===== config.mk =====
export PLATFORM = sky130hd
export DESIGN_NAME = alu_seq
export DESIGN_NICKNAME = d
export VERILOG_FILES = /design/src/rtl/alu_seq.sv
export SDC_FILE = /design/constraint.sdc
export NUM_CORES = 1
export LEC_CHECK = 0
export ABC_AREA = 1
export CAP_MARGIN = 30
export CORE_ASPECT_RATIO = 0.75
export CORE_MARGIN = 10
export CORE_UTILIZATION = 25
export DETAILED_ROUTE_END_ITERATION = 10
export PLACE_DENSITY = 0.51
export SYNTH_ARGS = -nofsm -noshare
export SYNTH_HDL_FRONTEND = slang
export SYNTH_SLANG_ARGS = --single-unit

===== constraint.sdc =====
create_clock -name clk -period 3.3 [get_ports clk]
set_clock_uncertainty 0.15 [all_clocks]
set_input_delay 0.66 -clock clk [delete_from_list [all_inputs] [get_ports clk]]
set_output_delay 0.66 -clock clk [all_outputs]
set_load 0.005 [all_outputs]

===== src/rtl/alu_seq.sv =====
// Registered ALU with valid/ready handshakes on both sides and an iterative shift-add multiplier.
// One operation is in flight at a time; results hold in DONE until the consumer accepts them.
module alu_seq #(
    parameter int unsigned W = 4
) (
    input  logic         clk,
    input  logic         rst_n,
    input  logic         in_valid,
    output logic         in_ready,
    input  logic [W-1:0] a,
    input  logic [W-1:0] b,
    input  logic [3:0]   sel,
    output logic         out_valid,
    input  logic         out_ready,
    output logic [W-1:0] c,
    output logic [W-1:0] c_hi,
    output logic         carry,
    output logic         ovf,
    output logic         zero,
    output logic         err,
    output logic         busy
);

    localparam int unsigned SH = $clog2(W);

    typedef enum logic [1:0] {StIdle, StMul, StDone} state_e;

    state_e           state_q, state_d;
    logic [2*W-1:0]   acc_q, acc_d;
    logic [2*W-1:0]   mcand_q, mcand_d;
    logic [W-1:0]     mplier_q, mplier_d;
    logic [SH-1:0]    cnt_q, cnt_d;
    logic [W-1:0]     c_q, c_d;
    logic [W-1:0]     c_hi_q, c_hi_d;
    logic             carry_q, carry_d;
    logic             ovf_q, ovf_d;
    logic             zero_q, zero_d;
    logic             err_q, err_d;

    logic [W:0]       sum;
    logic [W-1:0]     diff;
    logic [SH-1:0]    shamt;
    logic [W-1:0]     alu_c;
    logic             alu_carry;
    logic             alu_ovf;
    logic             alu_err;
    logic [2*W-1:0]   acc_next;

    assign sum   = {1'b0, a} + {1'b0, b};
    assign diff  = a - b;
    assign shamt = b[SH-1:0];

    // Single-cycle opcodes; MUL is handled by the FSM.
    always_comb begin
        alu_c     = '0;
        alu_carry = 1'b0;
        alu_ovf   = 1'b0;
        alu_err   = 1'b0;
        case (sel)
            4'd0: begin
                alu_c     = sum[W-1:0];
                alu_carry = sum[W];
                alu_ovf   = (a[W-1] == b[W-1]) && (sum[W-1] != a[W-1]);
            end
            4'd1: alu_c = a & b;
            4'd2: alu_c = a | b;
            4'd3: alu_c = a ^ b;
            4'd4: begin
                alu_c     = diff;
                alu_carry = (a < b);
                alu_ovf   = (a[W-1] != b[W-1]) && (diff[W-1] != a[W-1]);
            end
            4'd5: alu_c = a << shamt;
            4'd6: alu_c = a >> shamt;
            4'd7: alu_c = '0;
            default: alu_err = 1'b1;
        endcase
    end

    always_comb begin
        state_d  = state_q;
        acc_d    = acc_q;
        mcand_d  = mcand_q;
        mplier_d = mplier_q;
        cnt_d    = cnt_q;
        c_d      = c_q;
        c_hi_d   = c_hi_q;
        carry_d  = carry_q;
        ovf_d    = ovf_q;
        zero_d   = zero_q;
        err_d    = err_q;
        acc_next = acc_q + (mplier_q[cnt_q] ? (mcand_q << cnt_q) : '0);
        case (state_q)
            StIdle: begin
                if (in_valid) begin
                    if (sel == 4'd7) begin
                        acc_d    = '0;
                        mcand_d  = {{W{1'b0}}, a};
                        mplier_d = b;
                        cnt_d    = '0;
                        state_d  = StMul;
                    end else begin
                        c_d     = alu_c;
                        c_hi_d  = '0;
                        carry_d = alu_carry;
                        ovf_d   = alu_ovf;
                        zero_d  = (alu_c == '0);
                        err_d   = alu_err;
                        state_d = StDone;
                    end
                end
            end
            StMul: begin
                acc_d = acc_next;
                cnt_d = cnt_q + 1'b1;
                if (cnt_q == SH'(W - 1)) begin
                    c_d     = acc_next[W-1:0];
                    c_hi_d  = acc_next[2*W-1:W];
                    carry_d = 1'b0;
                    ovf_d   = 1'b0;
                    zero_d  = (acc_next == '0);
                    err_d   = 1'b0;
                    state_d = StDone;
                end
            end
            StDone: begin
                if (out_ready) begin
                    state_d = StIdle;
                end
            end
            default: state_d = StIdle;
        endcase
    end

    always_ff @(posedge clk or negedge rst_n) begin
        if (!rst_n) begin
            state_q  <= StIdle;
            acc_q    <= '0;
            mcand_q  <= '0;
            mplier_q <= '0;
            cnt_q    <= '0;
            c_q      <= '0;
            c_hi_q   <= '0;
            carry_q  <= 1'b0;
            ovf_q    <= 1'b0;
            zero_q   <= 1'b0;
            err_q    <= 1'b0;
        end else begin
            state_q  <= state_d;
            acc_q    <= acc_d;
            mcand_q  <= mcand_d;
            mplier_q <= mplier_d;
            cnt_q    <= cnt_d;
            c_q      <= c_d;
            c_hi_q   <= c_hi_d;
            carry_q  <= carry_d;
            ovf_q    <= ovf_d;
            zero_q   <= zero_d;
            err_q    <= err_d;
        end
    end

    assign in_ready  = (state_q == StIdle);
    assign out_valid = (state_q == StDone);
    assign busy      = (state_q == StMul);
    assign c         = c_q;
    assign c_hi      = c_hi_q;
    assign carry     = carry_q;
    assign ovf       = ovf_q;
    assign zero      = zero_q;
    assign err       = err_q;

endmodule


======== After elaboration in Yosys (flattened, before gate mapping) ========
Index checks and enable logic that the tools add are counted.
W data, S select, Z words.
word-level totals
  output and inout port bits .............. 15
  register bits ........................... 32
  input bits .............................. 16
  word-level logic and storage cells ...... 94
operators by class
  shift-type cells ........................ 3
  bitwise logic cells ..................... 3
  add/subtract/negate cells ............... 4
  magnitude comparators ................... 2
  reduce and logical (&&, ||, !) cells .... 12
  eq/ne operators ......................... 19
  multiplexer cells ....................... 40
operators by type and width
  operator              number
  $pmux W4 S7           1
  $mux W4               6
  $mux W8               3
  $eq A4 B3 Y1 const B  4
  $pmux W4 S2           2
  $pmux W8 S2           1
  $mux W1               12
  $mux W2               6
  $pmux W1 S2           6
  $reduce_and A3 Y1     3
  $add A8 B8 Y8         1
  $eq A4 B2 Y1 const B  2
  $logic_not A4 Y1      2
  $logic_not A8 Y1      1
  $shl A4 B2 Y8         1
  $reduce_or A7 Y1      1
  $ne A2 B1 Y1 const B  3
  $pmux W2 S3           1
  $add A4 B4 Y5         1
  $and A4 B4 Y4         1
  $eq A2 B2 Y1 const B  2
  $eq A4 B1 Y1 const B  1
  $lt A4 B4 Y1          1
  $ne A2 B2 Y1 const B  2
  16 further kinds      19

======== Logic depth before layout (Yosys ltp) ========
  depth in word-level cells ............... 7
  gate-level depth with buffers ........... 21
  depth with buffers taken out ............ 20

======== Worst setup path after synthesis ========
No wires, ideal clock.
  path type ............................... reg2reg
  from .................................... register cnt_q[0]
  to ...................................... register zero_q (netlist: zero)
  path buffers ............................ 1
  arrival time ............................ 2.305 ns
  stages on the path, launching flop included .. 15
  period minus slack after synthesis ...... 2.520 ns
  path slack .............................. 0.780 ns
  setup time .............................. 0.065 ns
  data required time ...................... 3.085 ns
  cells stage by stage .................... dfrtp_1 -> buf_2 -> inv_1 -> o21ai_0 -> nor2_1 -> ha_1 -> fa_1 -> or2_2 -> nor2_1 -> nand3_1 -> nor2_1 -> nand3_1 -> nand2_1 -> nand2_1 -> nand2_1
on the way
  word-level cells in the longest chain between the ends .. 7
  elaborated cells between the ends (all ways) .. 11
  classes of those cells .................. 1 x add/sub; 2 x eq/ne; 1 x shift; 5 x mux; 2 x reduce/logical
ends and longest elaborated chain
  item                           RTL line  text
  start, declared                32        logic [SH-1:0] cnt_q, cnt_d;
  start signal, assigned         153       cnt_q <= cnt_d;
  $bmux W1 S2                    92        acc_next = acc_q + (mplier_q[cnt_q] ? (mcand_q << cnt_q) : '0);
  $mux W1 (not written as such)  92
  $mux W8                        92
  $add A8 B8 Y8                  92
  $logic_not A8 Y1               121       zero_d = (acc_next == '0);
  $mux W1                        116       if (cnt_q == SH'(W - 1)) begin
  $pmux W1 S2                    93        case (state_q)
  end signal, assigned           158       zero_q <= zero_d;
  end, declared                  37        logic zero_q, zero_d;
Several ways; a longest one is shown, not always the timed one. The select of a mux whose other input is x is not followed.
A chain may end at the register's enable or synchronous reset.

======== Worst setup path after layout ========
Ends and elaborated chain as after synthesis.

==> reports/metrics.cfg <==
[logic_synthesis]
async_flop_share=1.00
syn_area_per_cell_um2=7.20
synthesis.nets=416
yosys-top-cells-area=dfrtp_1 (30%), nand2_1 (14%), ha_1 (9.7%)
syn_inst=376
yosys.cell_types.count=36
synth_top_cell_area_share=0.296
synth-main-ff-cell=dfrtp_1
synth-edff-count=0
synth-seq-cells=32
ys_seq_area_frac=0.296
yosys_warnings=0
synth_area_um2=2710
synth_top_cell_by_area=dfrtp_1

[critical_path]
r2r_start=cnt_q[0]
required_ps=3370
crit_fanout=11
reg2reg_to=zero
crit_chain=inv_1 -> o21ai_0 -> nor2_1 -> ha_1 -> fa_1 -> xnor2_1 -> nand2_1 -> nor2_1 -> nand3_1 -> nor2_1 -> nand3_1 -> nand2_1 -> nand2_1 -> nand2_1
worst_setup_path_start_kind=flop
crit_type=reg -> reg
critPathSlowestCell=dfrtp_1
setup.worst_path.end=zero
critPathLaunch=cnt_q[0]
slowest_delay_ps=550
end_kind=flop
r2r_cells=14
cp_data_arrival_time_ps=2960
crit_top_cell=nand2_1
r2r_slack_ps=410

[global_routing]
antenna_found_initial=0
grt_pass1_vias=2466
overflow=0
track_usage=0.102
grt_max_degree=33
grt_pass1_wl_um=12800

[sta]
slew_viol_final=0
tightest_slew_ps=503
fin_crit_ps=2890
fmax_mhz=346
hold_violations=0
finalSetupViolations=0
rsz0062_at_grt=no
period_share=0.875
fin_setup_tns_ps=0
relSlewSlack=0.664
fin_hold_ws_ps=334

[final_layout]
drive_gt1_frac=0.114
fin_cells=549
layout_common_cells=nand2_1 (103), inv_1 (43), nand3_1 (40)
layout_commonest_cell=nand2_1
area_growth_pct=22.6
n_antenna_cell=0
fin_nets=452
stdcell_area_um2=3320
post-route-util=0.318

[worst_hold_path]
hp-class=reg -> reg

[floorplanning]
num_io_pins=31
rows=32
die_w_um=140
die_h_um=110
die-area_um2=15400
core_um2=10500
start_util=0.259

[drt]
via_per_inst=4.44
antenna_left=0
drt_iter0_markers=133
drcViolationCount=0
dr.pass1.iters=4
wl_met1_um=4150
wl_met3_um=548
wl_per_cell_um=13.9
vias=2436
wl_met2_um=2880
highest_layer=met4
routed_wl_um=7640

[pwr]
p_int_mw=1.21
vdd_drop_max_v=0.000277
total_leakage_power_nw=1.68
switchingPower_mw=0.820
p_comb_frac=0.441
seqPwrFrac=0.327
power_switching_share=0.404
power_density_nw_per_um2=611
pwr-share-clk=0.232

[clock_tree]
cts_htree_levels=2
root_buffer=clkbuf_16
clock-sinks=32
cts_tree=done
clk-insertion-delay-late_ps=280
clkSlewWorstSetupHoldPaths_ps=60
ctsResizeCount=0
clockBufferDepth=2
cts_setup_buffers=0
holdBufCountCts=0
cts_buffers=5

[placement]
routabilityCongestion=0.885
dp_hpwl_um=6140
place_area_um2=3170
port_buffers=30
placed_cells=541

[run_status]
status=completed

[run]
max_cap_violations=0

[power by group through the flow]
| stage | registers (mW) | logic (mW) | clock network (mW) |
|---|---|---|---|
| after detailed placement | 0.668 | 0.896 | 0 |
| after floorplan | 0.622 | 0.638 | 0 |
| after CTS | 0.664 | 0.904 | 0.481 |
| final | 0.664 | 0.895 | 0.470 |
| after global routing | 0.689 | 1.03 | 0.495 |
| after global placement | 0.665 | 0.893 | 0 |
[worst max-delay path, delay by kind of cell, from the launching register on]
family / cells / cell delay (ps)
AND/OR/NAND/NOR: 9 / 770
flip-flops: 1 / 550
buffers and inverters: 1 / 120
XOR/XNOR: 1 / 250
adder cells (fa/ha/maj): 2 / 660
AO/OA/AOI/OAI: 1 / 320
[worst min-delay path by stage]
stage / slack [ps] / to / start / cells after the start
after global placement: 320 / acc_q[0] / acc_q[0] / 2
final: 330 / c_hi[3] / c_hi[3] / 2
after global routing: 370 / c_hi[1] / c_hi[1] / 2
after detailed placement: 320 / acc_q[3] / acc_q[3] / 2
after CTS: 340 / acc_q[3] / acc_q[3] / 2
after floorplan: 210 / acc_q[0] / rst_n / 0
[synthesized netlist by cell type, types with 5 or more instances]
master   number
nand2_1     103
o21ai_2       8
nand3_1      40
inv_1        43
o21ai_0      17
ha_1         21
a21oi_1      10
o21ai_1       5
nand2_2       5
nor2_4        6
nor2_1       37
dfrtp_1      32
[layer usage]
metal | vias up | GRT usage
li1 | 1282 | -
met1 | 1096 | 0.149
met2 | 51 | 0.141
met3 | 7 | 0.0329
met4 | 0 | 0.0213
met5 | - | 0
[cell type report]
class	count	area [um^2]
clock buffer	7	143
clock inverter	1	7.51
fill	1127	7130
inverter	48	188
multi-input combinational	289	1670
sequential	32	801
tap	136	170
timing repair buffer	36	345
[state kept, by name (all words and copies together) (netlist names)]
signal and cells:
mcand_q 4, ovf 1, acc_q 8, err 1, state_q 2, mplier_q 4
zero 1, c_hi 4, c 4, carry 1, cnt_q 2
[metrics by stage]
stage	total power, mW	setup slack (ps)
4_1_cts	2.05	395
6_report	2.03	412
3_5_place_dp	1.56	228
2_1_floorplan	1.26	780
5_1_grt	2.22	139
3_3_place_gp	1.56	263
[cell families (layout without fill, tap and decap cells)]
kind of cell	Yosys count	after routing	synth area share
fa+ha+maj	24	24	0.119
flops	32	32	0.296
xor+xnor	2	2	0.00647
compound gates	49	49	0.110
simple gates	211	211	0.368
buf+inv	55	92	0.0891
mux	3	3	0.0111
Note: power is estimated with default switching activity, not from simulation.
